==> config.mk <==
export PLATFORM = sky130hd
export DESIGN_NAME = pc_writeback_path_flat
export DESIGN_NICKNAME = d
export VERILOG_FILES = /design/src/rtl/pc_writeback_path_if.sv /design/src/rtl/pc_writeback_path.sv /design/src/flat_wrapper.sv
export SDC_FILE = /design/constraint.sdc
export NUM_CORES = 1
export LEC_CHECK = 0
export BUFFER_PORTS_ARGS = -buffer_cell sky130_fd_sc_hd__buf_2
export CORE_UTILIZATION = 45
export DETAILED_ROUTE_END_ITERATION = 10
export GPL_TIMING_DRIVEN = 0
export PLACE_DENSITY = 0.68
export SETUP_SLACK_MARGIN = 0.2
export SLEW_MARGIN = 20
export SYNTH_ARGS = -nofsm -noshare
export SYNTH_HDL_FRONTEND = slang
export SYNTH_SLANG_ARGS = --single-unit
==> constraint.sdc <==
create_clock -name clk_i -period 3.6 [get_ports clk_i]
set_input_delay 0.72 -clock clk_i [delete_from_list [all_inputs] [get_ports clk_i]]
set_output_delay 0.72 -clock clk_i [all_outputs]
set_load 0.005 [all_outputs]
==> src/rtl/pc_writeback_path_if.sv <==
// rtl/pc_writeback_path_if.sv - control, datapath and writeback signals of the PC/writeback path
interface pc_writeback_path_if;
  logic        busywait;
  logic        ibusywait;
  logic        jump;
  logic        beq;
  logic        zero;
  logic [7:0]  offset;
  logic        writeenable;
  logic        writesel;
  logic [7:0]  result;
  logic [7:0]  readdata;
  logic [31:0] pc;
  logic [7:0]  writedata;
  logic        regwrite;

  // Driver side: control unit, ALU and memories
  modport master (
    output busywait, ibusywait, jump, beq, zero, offset,
    output writeenable, writesel, result, readdata,
    input  pc, writedata, regwrite
  );

  // Block side: the PC register and writeback mux
  modport slave (
    input  busywait, ibusywait, jump, beq, zero, offset,
    input  writeenable, writesel, result, readdata,
    output pc, writedata, regwrite
  );
endinterface

==> src/rtl/pc_writeback_path.sv <==
// rtl/pc_writeback_path.sv - program counter with relative branch and register writeback select
module pc_writeback_path #(
  parameter logic [31:0] PC_RESET = 32'hFFFFFFFC
) (
  input  logic                  clk_i,
  input  logic                  rst_i,
  pc_writeback_path_if.slave    wb_if
);

  logic [31:0] pc_q;
  logic [31:0] pc_d;
  logic [31:0] pc_plus4;
  logic [31:0] ext_offset;
  logic [31:0] branch_target;
  logic        branch_sel;
  logic        stall;

  // Next-PC selection; the stall is applied last so a stalled branch is simply retried
  always_comb begin
    pc_plus4      = pc_q + 32'd4;
    ext_offset    = {{22{wb_if.offset[7]}}, wb_if.offset, 2'b00};
    branch_target = pc_plus4 + ext_offset;
    branch_sel    = wb_if.jump | (wb_if.beq & wb_if.zero);
    stall         = wb_if.busywait | wb_if.ibusywait;
    pc_d          = branch_sel ? branch_target : pc_plus4;
    if (stall) begin
      pc_d = pc_q;
    end
  end

  // PC register; reset forces PC_RESET so the first fetch lands on address 0
  always_ff @(posedge clk_i or posedge rst_i) begin
    if (rst_i) begin
      pc_q <= PC_RESET;
    end else begin
      pc_q <= pc_d;
    end
  end

  assign wb_if.pc        = pc_q;
  assign wb_if.writedata = wb_if.writesel ? wb_if.readdata : wb_if.result;
  assign wb_if.regwrite  = wb_if.writeenable & ~wb_if.busywait & ~wb_if.ibusywait;

endmodule

==> src/flat_wrapper.sv <==
// flat-port wrapper written by rule: the top's interface ports become plain ports
module pc_writeback_path_flat 
#(
  parameter logic [31:0] PC_RESET = 32'hFFFFFFFC
)
  (clk_i, rst_i, wb_if_busywait, wb_if_ibusywait, wb_if_jump, wb_if_beq, wb_if_zero, wb_if_offset, wb_if_writeenable, wb_if_writesel, wb_if_result, wb_if_readdata, wb_if_pc, wb_if_writedata, wb_if_regwrite);
  pc_writeback_path_if wb_if_i ();
  input  logic clk_i;
  input  logic rst_i;
  input wire logic [$bits(wb_if_i.busywait)-1:0] wb_if_busywait;
  input wire logic [$bits(wb_if_i.ibusywait)-1:0] wb_if_ibusywait;
  input wire logic [$bits(wb_if_i.jump)-1:0] wb_if_jump;
  input wire logic [$bits(wb_if_i.beq)-1:0] wb_if_beq;
  input wire logic [$bits(wb_if_i.zero)-1:0] wb_if_zero;
  input wire logic [$bits(wb_if_i.offset)-1:0] wb_if_offset;
  input wire logic [$bits(wb_if_i.writeenable)-1:0] wb_if_writeenable;
  input wire logic [$bits(wb_if_i.writesel)-1:0] wb_if_writesel;
  input wire logic [$bits(wb_if_i.result)-1:0] wb_if_result;
  input wire logic [$bits(wb_if_i.readdata)-1:0] wb_if_readdata;
  output wire logic [$bits(wb_if_i.pc)-1:0] wb_if_pc;
  output wire logic [$bits(wb_if_i.writedata)-1:0] wb_if_writedata;
  output wire logic [$bits(wb_if_i.regwrite)-1:0] wb_if_regwrite;
  assign wb_if_i.busywait = wb_if_busywait;
  assign wb_if_i.ibusywait = wb_if_ibusywait;
  assign wb_if_i.jump = wb_if_jump;
  assign wb_if_i.beq = wb_if_beq;
  assign wb_if_i.zero = wb_if_zero;
  assign wb_if_i.offset = wb_if_offset;
  assign wb_if_i.writeenable = wb_if_writeenable;
  assign wb_if_i.writesel = wb_if_writesel;
  assign wb_if_i.result = wb_if_result;
  assign wb_if_i.readdata = wb_if_readdata;
  assign wb_if_pc = wb_if_i.pc;
  assign wb_if_writedata = wb_if_i.writedata;
  assign wb_if_regwrite = wb_if_i.regwrite;
  pc_writeback_path #(.PC_RESET(PC_RESET)) u_core (.clk_i(clk_i), .rst_i(rst_i), .wb_if(wb_if_i));
endmodule
==> results.yml <==
outcome:
  outcome: "complete, but fails checks"
  violations: "setup timing"
setup_path:
  worstPathMaxFanout: 3
  critPathBufInv: 1
  critical-path-top-delay-family: "simple AND/OR/NAND/NOR gates"
  crit_path_frequent_cell: "nand2_2"
  end_kind: "register"
  critical_path_required_ps: 3840
  cp-start-kind: "register"
  cp.arrival_ps: 4200
  critical-path-max-stage-delay_ps: 540
  timing.reg2reg.setup_slack_ps: -360
  slowest_stage: "dfstp_2"
  path_cells: "buf_6 -> and4_1 -> nand2_2 -> nor2_4 -> nand2_2 -> xnor2_2 -> ha_1 -> and4_4 -> nand4_1 -> or3_4 -> a311oi_4 -> o2111ai_2 -> a31o_1 -> mux2i_1 -> or4_1 -> nand3_1"
  timing_worst_setup_path_type: "reg2reg"
clock_tree:
  cts_tree: "yes"
  clockBufferDepth: 2
  cts_hold_buffers: 0
  root_buffer: "clkbuf_8"
  numClockSinks: 30
  cts.clk_slew.worst_paths_ps: 70
  insertion_delay_ps: 300
  htree_levels: 2
  numCtsBuffers: 5
die:
  dieArea_um2: 9060
  row_count: 33
  die_y_um: 95.2
  pin_count: 74
  die_x_um: 95.2
  start_util_pct: 47.1
  core_um2: 8300
power_and_ir_drop:
  vdd_ir_drop_max_mv: 0.429
  power_mw: 4.58
  pwr_density_cell_nw_per_um2: 831
  p_leak_nw: 2.36
routing:
  wl_mm: 14.3
  routedWlPerCell_um: 18.9
  drt_first_pass_iters: 5
  drc: 0
  initialDrtViolationCount: 355
  vias_per_cell: 6.12
  top_layer_used: "met4"
  wl_met3_mm: 1.20
  vias: 4651
  dr_wl_met2_mm: 6.93
  wl_met1_mm: 5.80
  ant_nets: 0
synth:
  synth_cells: 519
  synth_cell_types: 57
  yosys_warnings: 0
  async_flop_share_pct: 100
  synth_edf_count: 0
  ys.flop_type: "dfstp_2"
  postSynthAreaPerCell_um2: 7.53
  synth-seq-cells: 30
  synth-seq-area-share_pct: 20.2
  syn_area_um2: 3910
sta:
  maxSlewHeadroom_pct: 45.4
  post-route-period-util_pct: 110
  finalHoldViolCount: 0
  setup_viol: 11
  slew_viol_final: 0
  fin_ws_ps: -361
  timing.fmax_mhz: 252
  tns_ps: -982
  fin_crit_ps: 3960
  rsz0062_at_grt: "true"
  skew_ps: 4.12
  max_slew.worst_pin.slew_ps: 820
run:
  cap_violations: 0
finish:
  synthToLayoutAreaGrowth_pct: 40.9
  drive_gt1_share_pct: 38.9
  nets: 725
  layout_common_cells: "buf_2 (70), nand2_1 (55), buf_4 (48)"
  diodes: 0
  final_common_cell: "buf_2"
  largest_register_ffs: 30
placement:
  hpwlAfterDp_mm: 9.32
  port_buffers: 70
  place_congestion: 0.925
grt:
  antenna_found_initial: 0
  grt_pass1_wl_mm: 21.7
  grt_max_degree: 34
  grt_overflow: 0
  grtUsageTotal_pct: 31.4
  grt_pass1_vias: 4418
worst_hold_path:
  worstHoldPathType: "reg2reg"
-- cells by family after synthesis --
kind of cell,after synthesis,share of synthesized area [%]
XOR/XNOR,46,10.3
multiplexers,13,4.03
AO/OA/AOI/OAI,156,24.1
flip-flops,30,20.2
AND/OR/NAND/NOR,194,24.5
adder cells (fa/ha/maj),38,12.4
buffers and inverters,41,4.39
other,1,0.0960
-- synth_stat cells, drive strengths merged, types with 7 or more instances --
library cell  count  area (um2)
nand2            60         225
a21oi            54         270
nor2             46         173
o21ai            42         210
ha               37         463
xnor2            33         289
dfstp            30         788
nand3            22         110
nor3             20         123
clkbuf           18        67.6
inv              17        63.8
nand4            13         103
xor2             13         114
o21bai           10        75.1
mux2              9         101
a21o              7        52.6
or3               7        43.8
-- path summary, 6_finish.rpt --
check                                           startpoint                               to  depth (start not counted)
setup / recovery            u_core.wb_if.pc[5]$_DFFE_PP1N_  u_core.wb_if.pc[31]$_DFFE_PP1N_                         16
hold / removal             u_core.wb_if.pc[29]$_DFFE_PP1N_  u_core.wb_if.pc[29]$_DFFE_PP1N_                          2
setup reg to reg            u_core.wb_if.pc[5]$_DFFE_PP1N_  u_core.wb_if.pc[31]$_DFFE_PP1N_                         16
hold reg to reg            u_core.wb_if.pc[29]$_DFFE_PP1N_  u_core.wb_if.pc[29]$_DFFE_PP1N_                          2
max in group asynchronous                            rst_i  u_core.wb_if.pc[10]$_DFFE_PP1N_                          2
min in group asynchronous                            rst_i  u_core.wb_if.pc[31]$_DFFE_PP1N_                          2
-- power by group --
group          leakage, nW  internal [mW]  switching, mW
registers            0.315          0.620          0.291
logic                 1.98           1.56           1.76
clock network       0.0575          0.194          0.156
-- worst register-to-register path: stages (launching register included) --
cell,delay [ps]
dfstp_2,540
buf_6,110
and4_1,220
nand2_2,90
nor2_4,120
nand2_2,90
xnor2_2,170
ha_1,340
and4_4,270
nand4_1,110
or3_4,430
a311oi_4,310
o2111ai_2,190
a31o_1,280
mux2i_1,140
or4_1,410
nand3_1,80
-- what timing repair did --
| action | in CTS | in global routing |
|---|---|---|
| buffers inserted | 41 | 16 |
| pin swaps | 35 | 37 |
| resized for setup | 72 | 43 |
| cloned | 0 | 0 |
| setup endpoints to repair | 17 | 16 |
| hold endpoints to repair | 0 | 0 |
-- layer usage --
layer	GRT usage, %	vias up
li1	-	2160
met1	39.4	2199
met2	53.8	250
met3	5.26	42
met4	11.2	0
met5	0	-
-- area by class of cell --
type / count / area [um2]
Buffer: 24 / 140
Fill cell: 692 / 2790
Multi-Input combinational cell: 449 / 3450
Timing Repair Buffer: 127 / 820
Sequential cell: 30 / 788
Clock buffer: 8 / 110
Tap cell: 105 / 131
Inverter: 17 / 63.8
-- per-stage QoR --
step / area, um2 / hold WS [ps] / setup WS (ps) / std cells / util, %
final: 5510 / 500 / -361 / 760 / 66.4
after global routing: 5510 / 528 / -538 / 760 / 66.4
after CTS: 5170 / 490 / -304 / 744 / 62.3
after detailed placement: 4440 / 497 / -745 / 695 / 53.5
after global placement: 4440 / 490 / -692 / 695 / 53.5
after floorplan: 3960 / 483 / -251 / 520 / -
Note: power is estimated with default switching activity, not from simulation.
